--- config.mk ---
export PLATFORM = sky130hd
export DESIGN_NAME = pcie_flr_responder
export DESIGN_NICKNAME = d
export VERILOG_FILES = /design/src/rtl/pcie_flr_responder.sv
export SDC_FILE = /design/constraint.sdc
export NUM_CORES = 1
export LEC_CHECK = 0
export CORE_ASPECT_RATIO = 1.1
export CORE_MARGIN = 1.5
export CORE_UTILIZATION = 40
export DETAILED_ROUTE_END_ITERATION = 7
export GPL_TIMING_DRIVEN = 1
export HOLD_SLACK_MARGIN = 0.05
export RECOVER_POWER = 50
export SLEW_MARGIN = 20
export SYNTH_ARGS = -nofsm -noshare
export SYNTH_HDL_FRONTEND = slang
export SYNTH_SLANG_ARGS = --single-unit
--- constraint.sdc ---
create_clock -name fim_clk -period 2.2 [get_ports fim_clk]
set_clock_uncertainty 0.15 [all_clocks]
set_input_delay 0.44 -clock fim_clk [delete_from_list [all_inputs] [get_ports fim_clk]]
set_output_delay 0.44 -clock fim_clk [all_outputs]
set_load 0.1 [all_outputs]
--- src/rtl/pcie_flr_responder.sv ---
// FLR responder: queues VF FLR strobes, services them one at a time with a held reset and paced completion strobe.
// Per-PF trackers pulse pf_rst_n on FLR-active rise and hold a completion level until the request drops.
module pcie_flr_responder #(
  parameter int NUM_PF      = 1,
  parameter int PF_WIDTH    = 1,
  parameter int VF_WIDTH    = 11,
  parameter int FIFO_DEPTH  = 4,
  parameter int RST_HOLD    = 16,
  parameter int CPL_GAP     = 32,
  parameter int ACK_TIMEOUT = 1024
) (
  input  logic                fim_clk,
  input  logic                fim_rst_n,
  input  logic                flr_rcvd_vf,
  input  logic [PF_WIDTH-1:0] flr_rcvd_pf_num,
  input  logic [VF_WIDTH-1:0] flr_rcvd_vf_num,
  input  logic [NUM_PF-1:0]   flr_active_pf,
  output logic                vf_rst_req,
  output logic [PF_WIDTH-1:0] vf_rst_pf_num,
  output logic [VF_WIDTH-1:0] vf_rst_vf_num,
  input  logic                vf_rst_ack,
  output logic [NUM_PF-1:0]   pf_rst_n,
  output logic                flr_completed_vf,
  output logic [PF_WIDTH-1:0] flr_completed_pf_num,
  output logic [VF_WIDTH-1:0] flr_completed_vf_num,
  output logic [NUM_PF-1:0]   flr_completed_pf,
  output logic                flr_ovf_err,
  output logic                flr_ack_timeout_err
);

  localparam int PTR_W  = (FIFO_DEPTH > 1) ? $clog2(FIFO_DEPTH) : 1;
  localparam int FCNT_W = $clog2(FIFO_DEPTH + 1);
  localparam int VMAX   = (ACK_TIMEOUT > RST_HOLD) ?
                          ((ACK_TIMEOUT > CPL_GAP) ? ACK_TIMEOUT : CPL_GAP) :
                          ((RST_HOLD > CPL_GAP) ? RST_HOLD : CPL_GAP);
  localparam int VCNT_W = $clog2(VMAX + 1);
  localparam int PCNT_W = $clog2(RST_HOLD + 1);

  typedef struct packed {
    logic [PF_WIDTH-1:0] pf;
    logic [VF_WIDTH-1:0] vf;
  } flr_ent_t;

  typedef enum logic [2:0] {VF_IDLE, VF_REQ, VF_HOLD, VF_CPL, VF_GAP} vf_state_e;
  typedef enum logic [1:0] {PF_IDLE, PF_RST, PF_DONE} pf_state_e;

  flr_ent_t          fifo_q [FIFO_DEPTH];
  logic [PTR_W-1:0]  wr_ptr_q, rd_ptr_q;
  logic [FCNT_W-1:0] fcnt_q;
  logic              fifo_empty, fifo_full, push, pop;

  vf_state_e         vf_st_q, vf_st_d;
  logic [VCNT_W-1:0] vcnt_q, vcnt_d;
  flr_ent_t          req_q, cpl_q;
  logic              load_cpl, to_set;
  logic              ovf_q, to_q;

  assign fifo_empty = (fcnt_q == '0);
  assign fifo_full  = (fcnt_q == FCNT_W'(FIFO_DEPTH));
  // A full queue still accepts a strobe when the head leaves in the same cycle.
  assign push       = flr_rcvd_vf && (!fifo_full || pop);

  always_ff @(posedge fim_clk) begin
    if (push) fifo_q[wr_ptr_q] <= '{pf: flr_rcvd_pf_num, vf: flr_rcvd_vf_num};
  end

  always_comb begin
    vf_st_d  = vf_st_q;
    vcnt_d   = vcnt_q;
    pop      = 1'b0;
    load_cpl = 1'b0;
    to_set   = 1'b0;
    case (vf_st_q)
      VF_IDLE: if (!fifo_empty) begin
        pop     = 1'b1;
        vf_st_d = VF_REQ;
        vcnt_d  = '0;
      end
      VF_REQ: if (vf_rst_ack) begin
        vf_st_d = VF_HOLD;
        vcnt_d  = '0;
      end else if (vcnt_q == VCNT_W'(ACK_TIMEOUT - 1)) begin
        vf_st_d = VF_HOLD;
        vcnt_d  = '0;
        to_set  = 1'b1;
      end else begin
        vcnt_d = vcnt_q + VCNT_W'(1);
      end
      VF_HOLD: if (vcnt_q == VCNT_W'(RST_HOLD - 1)) begin
        vf_st_d  = VF_CPL;
        load_cpl = 1'b1;
      end else begin
        vcnt_d = vcnt_q + VCNT_W'(1);
      end
      VF_CPL: begin
        vf_st_d = VF_GAP;
        vcnt_d  = '0;
      end
      VF_GAP: if (vcnt_q == VCNT_W'(CPL_GAP - 1)) begin
        vf_st_d = VF_IDLE;
      end else begin
        vcnt_d = vcnt_q + VCNT_W'(1);
      end
      default: vf_st_d = VF_IDLE;
    endcase
  end

  always_ff @(posedge fim_clk or negedge fim_rst_n) begin
    if (!fim_rst_n) begin
      wr_ptr_q <= '0;
      rd_ptr_q <= '0;
      fcnt_q   <= '0;
      vf_st_q  <= VF_IDLE;
      vcnt_q   <= '0;
      req_q    <= '0;
      cpl_q    <= '0;
      ovf_q    <= 1'b0;
      to_q     <= 1'b0;
    end else begin
      vf_st_q <= vf_st_d;
      vcnt_q  <= vcnt_d;
      if (push) wr_ptr_q <= wr_ptr_q + PTR_W'(1);
      if (pop) begin
        rd_ptr_q <= rd_ptr_q + PTR_W'(1);
        req_q    <= fifo_q[rd_ptr_q];
      end
      case ({push, pop})
        2'b10:   fcnt_q <= fcnt_q + FCNT_W'(1);
        2'b01:   fcnt_q <= fcnt_q - FCNT_W'(1);
        default: fcnt_q <= fcnt_q;
      endcase
      if (load_cpl) cpl_q <= req_q;
      if (flr_rcvd_vf && !push) ovf_q <= 1'b1;
      if (to_set) to_q <= 1'b1;
    end
  end

  assign vf_rst_req           = (vf_st_q == VF_REQ);
  assign vf_rst_pf_num        = req_q.pf;
  assign vf_rst_vf_num        = req_q.vf;
  assign flr_completed_vf     = (vf_st_q == VF_CPL);
  assign flr_completed_pf_num = cpl_q.pf;
  assign flr_completed_vf_num = cpl_q.vf;
  assign flr_ovf_err          = ovf_q;
  assign flr_ack_timeout_err  = to_q;

  for (genvar i = 0; i < NUM_PF; i++) begin : g_pf
    pf_state_e         st_q, st_d;
    logic [PCNT_W-1:0] cnt_q, cnt_d;
    logic              act_q;

    always_comb begin
      st_d  = st_q;
      cnt_d = cnt_q;
      case (st_q)
        PF_IDLE: if (flr_active_pf[i] && !act_q) begin
          st_d  = PF_RST;
          cnt_d = '0;
        end
        // A request withdrawn mid-reset aborts without a completion.
        PF_RST: if (!flr_active_pf[i]) begin
          st_d = PF_IDLE;
        end else if (cnt_q == PCNT_W'(RST_HOLD - 1)) begin
          st_d = PF_DONE;
        end else begin
          cnt_d = cnt_q + PCNT_W'(1);
        end
        PF_DONE: if (!flr_active_pf[i]) st_d = PF_IDLE;
        default: st_d = PF_IDLE;
      endcase
    end

    always_ff @(posedge fim_clk or negedge fim_rst_n) begin
      if (!fim_rst_n) begin
        st_q  <= PF_IDLE;
        cnt_q <= '0;
        act_q <= 1'b0;
      end else begin
        st_q  <= st_d;
        cnt_q <= cnt_d;
        act_q <= flr_active_pf[i];
      end
    end

    assign pf_rst_n[i]         = (st_q != PF_RST);
    assign flr_completed_pf[i] = (st_q == PF_DONE);
  end

endmodule

# Yosys cells after proc, flatten, opt, wreduce, memory -nomap -nowiden
# Memories as Yosys holds them, arrays and structs flattened. A register that Yosys moved wholly into a read port is not among the register bits.
# Cells that the tools add are included.
# Widths: inputs -> output; s select.
dict set report op_classes {
  addsub 6
  n_eq_ne 25
  mux 31
  n_reduce_logical 18
}
# operator count
set op_table {}
lappend op_table {{$mux 11} 5}
lappend op_table {{$pmux 11 s5} 1}
lappend op_table {{$ne 2x2->1 const B} 9}
lappend op_table {{$mux 3} 5}
lappend op_table {{$mux 5} 3}
lappend op_table {{$pmux 3 s5} 1}
lappend op_table {{$reduce_and 4->1} 3}
lappend op_table {{$add 11x1->11 const B} 1}
lappend op_table {{$eq 11x10->1 const B} 1}
lappend op_table {{$eq 11x4->1 const B} 1}
lappend op_table {{$eq 11x5->1 const B} 1}
lappend op_table {{$pmux 5 s2} 1}
lappend op_table {{$mux 1} 9}
lappend op_table {{$mux 2} 4}
lappend op_table {{$eq 3x2->1 const B} 2}
lappend op_table {{$eq 3x3->1 const B} 2}
lappend op_table {{$logic_not 3->1} 2}
lappend op_table {{$pmux 2 s3} 1}
lappend op_table {{$pmux 3 s2} 1}
lappend op_table {{$add 5x1->5 const B} 1}
lappend op_table {{$eq 5x4->1 const B} 1}
lappend op_table {{$reduce_bool 5->1} 1}
lappend op_table {{$add 2x1->2 const B} 2}
lappend op_table {{$eq 2x1->1 const B} 2}
lappend op_table {{other kinds (13)} 20}
dict set report word_totals {
  register_bits 43
  ram_bits 48
  in_bits 17
  out_inout_bits 30
  elab_cells 93
  mem_count 1
}
# memory words word_bits rd rd_ports_with_merged_regs write_ports line
set mem_list {}
lappend mem_list {fifo_q 4 12 1 1 1 47} ;# flr_ent_t fifo_q [FIFO_DEPTH];

# Longest topological paths before layout
# Gate-level depths: netlist of the first run.
dict set report logic_depth {
  word_depth 7
  depth_mapped 7
  ltp_nobuf 7
}

# Least setup slack after synthesis of the first run
# No wires, ideal clock.
dict set report synth_timing {
  path_type {reg2out}
  from {register vf_st_q[1]}
  to {output port flr_completed_vf}
  arrival_time_ps 1982
  t_required_ps 1610
  slack_ps -372
  stages_incl_launch_ff 4
  n_path_buf 1
  cell_sequence {dfrtp_1 buf_4 inv_1 nor2_1}
}
dict set report synth_via {
  elab_chain_cells 1
}
# item line
set synth_lines {}
lappend synth_lines {{start: declaration} 52} ;# vf_state_e vf_st_q, vf_st_d;
lappend synth_lines {{start signal: assignment} 120} ;# vf_st_q <= vf_st_d;
lappend synth_lines {{$eq 3x2->1} 141} ;# assign flr_completed_vf = (vf_st_q == VF_CPL);
lappend synth_lines {{end: declaration} 23} ;# output logic flr_completed_vf,
# No other way between the ends.

# Worst setup path after layout of the first run
dict set report layout_timing {
  from {register vcnt_q[0]}
  to {register vcnt_q[7]}
}
dict set report layout_via {
  elab_chain_cells 4
  word_cells_on_any_way 12
  classes_between {add/sub (1); eq/ne (5); mux (5); reduce/logical (1)}
}
# item line
set layout_lines {}
lappend layout_lines {{start: declaration} 53} ;# logic [VCNT_W-1:0] vcnt_q, vcnt_d;
lappend layout_lines {{start signal: assignment} 121} ;# vcnt_q <= vcnt_d;
lappend layout_lines {{$add 11x1->11 or $eq 11x10->1 (tied branches)} --}
lappend layout_lines {{$mux 11} 82} ;# end else if (vcnt_q == VCNT_W'(ACK_TIMEOUT - 1)) begin
lappend layout_lines {{$mux 11} 79} ;# VF_REQ: if (vf_rst_ack) begin
lappend layout_lines {{$pmux 11 s5} 73} ;# case (vf_st_q)
# Parallel ways exist; a longest one is shown, timed or not. The select of a mux whose other input is x is not followed.
# A chain may end at the register's enable or synchronous reset.

==> flow_metrics.tcl, run 1 <==
set metrics [dict create \
    status "complete, no violations" \
    synth_edf_count 48 \
    critPathSlowestCell "dfrtp_1" \
    ys_seq_elements 103 \
    finalCriticalPeriod_ps 2120 \
    max_stage_delay_ps 400 \
    endpoint_kind "flip-flop" \
    start_kind "flip-flop" \
    antenna_found_initial 0 \
    clockPowerShare_pct 34.2 \
    drtIter0Drc 96 \
    combPwrFrac_pct 14.0 \
    globalRouteTotalUtil_pct 15.0 \
    die_y_um 113 \
    rsz0062_at_grt "no" \
    area.growth.synth_to_final_pct 23.7 \
    die_width_um 103 \
    tightest_slew_ps 653 \
    r2r_end "vcnt_q[7]" \
    critPathCapture "vcnt_q[7]" \
    ir_drop_mv 0.440 \
    n_antenna_cell 0 \
    max_slew_margin_pct 56.4 \
    synth_fp_nets 318 \
    cts_buffers 9 \
    place.port_buffers 46 \
    synth-seq-area-share_pct 64.1 \
    fin_area_mm2 0.00544 \
    power.total_mw 4.64 \
    final_cell_count_no_fill 509 \
    synth_ff_type "dfrtp_1" \
    max_freq_mhz 471 \
    cts_root_buffer "clkbuf_16" \
    crit_chain "ha_1, and4b_2, a32oi_2, o21ai_4, o21bai_1, a22o_2" \
    finalWeightedCongestion 0.783 \
    hpwlAfterDp_um 5830 \
    setup_tns_ps 0 \
    cts.clk_slew.worst_paths_ps 70 \
    grt_pass1_wl_um 13100 \
    swShare_pct 27.1 \
    maxSlewViolCount 0 \
    powerDensity_mw_per_mm2 852 \
    grt_overflow 0 \
    num_vias 2541 \
    worst-r2r-cell-count 6 \
    critPathMaxFanout 7 \
    synth.distinct_cells 47 \
    start_util_pct 41.7 \
    power_frac_seq_pct 51.8 \
    grt_pass1_vias 2549 \
    post_dp_cell_area_mm2 0.00515 \
    critPathRequiredTime_ps 2280 \
    setup_viol_count_final 0 \
    cp.arrival_ps 2200 \
    final.fill_count 919 \
    p_int_mw 3.38 \
    rows 39 \
    wire_per_inst_um 15.7 \
    ys_warn_count 0 \
    cts_tree "done" \
    reg2reg_slack_ps 80 \
    hold_class "flip-flop to flip-flop" \
    dp.cells 492 \
    synth_area_mm2 0.00440 \
    p_sw_mw 1.26 \
    critical_path_class "flip-flop to flip-flop" \
    layout.nets 386 \
    drtAntennaViolNets 0 \
    syn_avg_cell_area_um2 15.0 \
    leakage_nw 2.24 \
    clock_sinks 103 \
    worst_slack_ps 78.8 \
    routed_wl_um 7980 \
    dr.pass1.iters 4 \
    r2r_start "vcnt_q[0]" \
    post_cts_buffers 0 \
    post-place-ws_ps 107 \
    period_share_pct 96.4 \
    grt_max_degree 24 \
    crit_start "vcnt_q[0]" \
    pin_count 47 \
    insertion_delay_ps 350 \
    synth_cells 293 \
    htreeDepth 3 \
    via_per_inst 4.99 \
    drc 0 \
    drive_above_1_share_pct 32.2 \
    hold_viol 0 \
    cts_max_path_buffers 2 \
    synthArstFlopShare_pct 53.4 \
    coreArea_mm2 0.0105 \
    cap_viol_max_count 0 \
    die_area_mm2 0.0116 \
]
-- power groups by stage --
stage          Combinational [mW]  Sequential, mW  Clock, mW
2_1_floorplan               0.326            2.47          0
3_3_place_gp                0.658            2.43          0
3_5_place_dp                0.672            2.44          0
4_1_cts                     0.675            2.40       1.64
5_1_grt                     0.722            2.42       1.71
6_report                    0.650            2.40       1.59
-- metrics by stage --
stage                     hold WS, ps  utilization, %
after global placement            310            48.9
after floorplan                 -5.59               -
final                             326            51.6
after CTS                         333            51.9
after global routing              335            51.6
after detailed placement          306            48.9
-- synth_stat cells, types with 2 or more instances --
master    count  area (um2)
dfrtp_1      55        1380
edfxtp_1     48        1440
mux2_2       25         282
nor2_1       17        63.8
nand2_1      13        48.8
inv_1        12        45.0
mux4_2       12         270
a21oi_1      11        55.1
o21ai_0       9        45.0
xor2_1        9        78.8
ha_1          7        87.6
and2_1        6        37.5
nand3_1       6        30.0
nor2b_1       5        31.3
and3_1        4        25.0
o211ai_1      4        30.0
a31o_2        3        26.3
buf_2         3        15.0
nor3_1        3        15.0
o21a_1        3        22.5
xnor2_1       3        26.3
a22o_2        2        20.0
buf_4         2        15.0
clkbuf_1      2        7.51
mux2i_1       2        20.0
nand2b_1      2        12.5
nand4_1       2        12.5
nor3b_1       2        15.0
o31ai_1       2        15.0
or3_1         2        12.5
-- per-layer routing --
| metal | wire (um) | track usage, % | vias to the layer above |
|---|---|---|---|
| met5 | 0 | 0 | - |
| met4 | 114 | 5.59 | 0 |
| met3 | 253 | 3.77 | 11 |
| met2 | 3910 | 23.6 | 55 |
| met1 | 3710 | 20.1 | 1261 |
| li1 | - | - | 1214 |
-- cell usage in the layout (no fill, tap or decap), types with 3 or more instances in the layout --
| master | Yosys | final |
|---|---|---|
| nor2b_1 | 5 | 4 |
| o211ai_1 | 4 | 4 |
| buf_4 | 2 | 28 |
| a21oi_1 | 11 | 11 |
| mux2_2 | 25 | 25 |
| and3_1 | 4 | 4 |
| nand3_1 | 6 | 6 |
| clkbuf_16 | 0 | 9 |
| o21ai_0 | 9 | 9 |
| inv_1 | 12 | 12 |
| dfrtp_1 | 55 | 54 |
| xnor2_1 | 3 | 3 |
| ha_1 | 7 | 7 |
| buf_12 | 0 | 8 |
| nor2_1 | 17 | 15 |
| dlygate4sd3_1 | 0 | 14 |
| o21a_1 | 3 | 3 |
| or3_1 | 2 | 3 |
| xor2_1 | 9 | 9 |
| clkbuf_2 | 0 | 11 |
| and2_1 | 6 | 6 |
| a31o_2 | 3 | 3 |
| nand2_1 | 13 | 13 |
| mux4_2 | 12 | 12 |
| edfxtp_1 | 48 | 48 |
-- worst min-delay path by stage --
stage	startpoint	endpoint	slack, ps	cells past startpoint
floorplan	fim_rst_n	fcnt_q[0]	-6	0
global placement	fim_rst_n	vcnt_q[10]	310	1
detailed placement	fim_rst_n	vcnt_q[10]	310	1
CTS	flr_ovf_err	flr_ovf_err	330	1
global route	flr_ovf_err	flr_ovf_err	340	1
finish	flr_ovf_err	flr_ovf_err	330	1
-- timing repair --
item / CTS / global route
hold buffers: 1 / 0
resized for setup: 0 / 2
hold endpoints to repair: 21 / 0
endpoints found under the setup margin: 0 / 1
-- worst max-delay path: cells and delay by family, from the launching register on --
kind,cells,cell delay [ps]
AND/OR/NAND/NOR,1,280
flip-flops,1,400
AO/OA/AOI/OAI,4,920
adder cells (fa/ha/maj),1,250
-- state kept, by name (all words and copies together), names as in the netlist, 3 cells and up --
signal / cells
fifo_q: 48
flr_completed_vf_num: 11
vcnt_q: 11
vf_rst_vf_num: 11
g_pf.cnt_q: 5
fcnt_q: 3
vf_st_q: 3
-- cell families after synthesis --
group | Yosys count | synth area share, %
fa+ha+maj | 8 | 2.45
flops | 103 | 64.1
xor+xnor | 12 | 2.39
simple gates | 71 | 9.30
compound gates | 40 | 6.63
buf+inv | 20 | 2.19
mux | 39 | 13.0
-- final cells by class --
class | instances | area [um2] | share of cell area, %
inverters | 12 | 45.0 | 0.828
flip-flops and latches | 103 | 2820 | 51.8
repair buffers | 65 | 594 | 10.9
clock buffers | 9 | 225 | 4.14
multi-input cells | 170 | 1500 | 27.5
clock inverters | 7 | 81.3 | 1.49
well taps | 143 | 179 | 3.29
(Power assumes the default switching activity.)
==> run 2, diff against run 1 <==
- PLACE_DENSITY: not set -> 0.67
==> flow_metrics.tcl, run 2 (same netlist as run 1, synthesis figures left out) <==
set metrics [dict create \
    max_stage_delay_ps 420 \
    cts_buffers 9 \
    cp.arrival_ps 1490 \
    setup_tns_ps 0 \
    crit_chain "buf_4, inv_1, nand2_1, nor2_2, buf_12" \
    tightest_slew_ps 1280 \
    grt_overflow 0 \
    ir_drop_mv 0.405 \
    critical_path_class "flip-flop to primary output" \
    status "complete, no violations" \
    post_cts_buffers 0 \
    grt_pass1_wl_um 13000 \
    n_antenna_cell 0 \
    cts_tree "done" \
    worst_slack_ps 119 \
    period_share_pct 94.6 \
    drive_above_1_share_pct 32.3 \
    max_slew_margin_pct 14.4 \
    endpoint_kind "primary output" \
    finalWeightedCongestion 0.838 \
    wire_per_inst_um 15.3 \
    drc 0 \
    place.port_buffers 46 \
    die_width_um 103 \
    die_area_mm2 0.0116 \
    grt_max_degree 35 \
    powerDensity_mw_per_mm2 835 \
    max_freq_mhz 481 \
    hold_depth 1 \
    cts_root_buffer "clkbuf_16" \
    pin_count 47 \
    final_common_cell "dfrtp_1" \
    final_util_pct 51.7 \
    post-place-ws_ps 148 \
    dr.pass1.iters 4 \
    leakage_nw 2.22 \
    finalCriticalPeriod_ps 2080 \
    coreArea_mm2 0.0105 \
    start_util_pct 41.7 \
    num_vias 2556 \
    insertion_delay_ps 340 \
    die_y_um 113 \
    drtIter0Drc 62 \
    maxSlewViolCount 0 \
    drtAntennaViolNets 0 \
    grt_pass1_vias 2641 \
    layout.nets 385 \
    critPathMaxFanout 9 \
    hold_class "flip-flop to flip-flop" \
    routed_wl_um 7770 \
    critPathRequiredTime_ps 1610 \
    hpwlAfterDp_um 5720 \
    globalRouteTotalUtil_pct 14.9 \
    hold_viol 0 \
    critPathSlowestCell "dfrtp_1" \
    start_kind "flip-flop" \
    setup_viol_count_final 0 \
    antenna_found_initial 0 \
    clock_sinks 103 \
    cts.clk_slew.worst_paths_ps 70 \
    regMostFlops "fifo_q" \
    final_cell_mix "55 x dfrtp_1, 48 x edfxtp_1, 27 x buf_4, 25 x mux2_2" \
    rsz0062_at_grt "no" \
    via_per_inst 5.03 \
    cts_max_path_buffers 2 \
    cap_viol_max_count 0 \
    area.growth.synth_to_final_pct 23.8 \
    largest_reg_flops 48 \
    htreeDepth 3 \
    rows 39 \
    worst-r2r-cell-count 6 \
]
## run 2: report_power, final
part | switching (mW) | total [mW] | internal [mW]
combinational | 0.372 | 0.655 | 0.284
clock | 0.715 | 1.50 | 0.784
sequential | 0.109 | 2.39 | 2.28
## run 2: path summary, 6_finish.rpt
path | start | endpoint | slack [ps]
worst max-delay path | vf_st_q[2] | flr_completed_vf | 120
max in group asynchronous | fim_rst_n | vcnt_q[0] | 360
worst min-delay path | flr_ovf_err | flr_ovf_err | 320
min in group asynchronous | fim_rst_n | flr_ovf_err | 750
worst min register to register | flr_ovf_err | flr_ovf_err | 320
worst max register to register | vcnt_q[0] | flr_completed_vf_num[1] | 130
## run 2: critical path: cells and delay by family (launching register included)
kind	cells	cell delay (ps)
buf+inv	3	480
flops	1	420
simple gates	2	250
## run 2: per-stage QoR
stage	hold slack, ps	instance area, um2	power, mW	instances
floorplan	-5.59	4410	2.79	293
global placement	302	5170	3.08	491
detailed placement	303	5170	3.11	491
CTS	322	5470	4.62	508
global route	356	5450	4.77	508
finish	316	5450	4.55	508
## run 2: layout make-up
cell class	instances	area [um2]
inverter	12	45.0
multi-input combinational	170	1500
fill	893	5090
tap	143	179
timing repair buffer	64	617
clock inverter	7	63.8
clock buffer	9	225
sequential	103	2820
## run 2: layer usage
metal	up-vias	wire length [um]	part of all wire [%]	track usage (%)
met5	-	0	0	0
met4	0	122	1.6	5.23
met3	9	307	4.0	4.08
met2	47	3800	49	23.3
met1	1284	3540	46	20.0
li1	1216	-	-	-
## run 2: repair_timing
action / CTS / global route
hold buffers: 1 / 0
setup endpoints to repair: 0 / 2
endpoints found under the hold margin: 21 / 0
resized for setup: 0 / 2
==> run 3, diff against run 2 <==
- SLEW_MARGIN: 20 -> not set
==> results of run 3 <==
No change in the layout: final DEF, timing and power equal those of run 2.
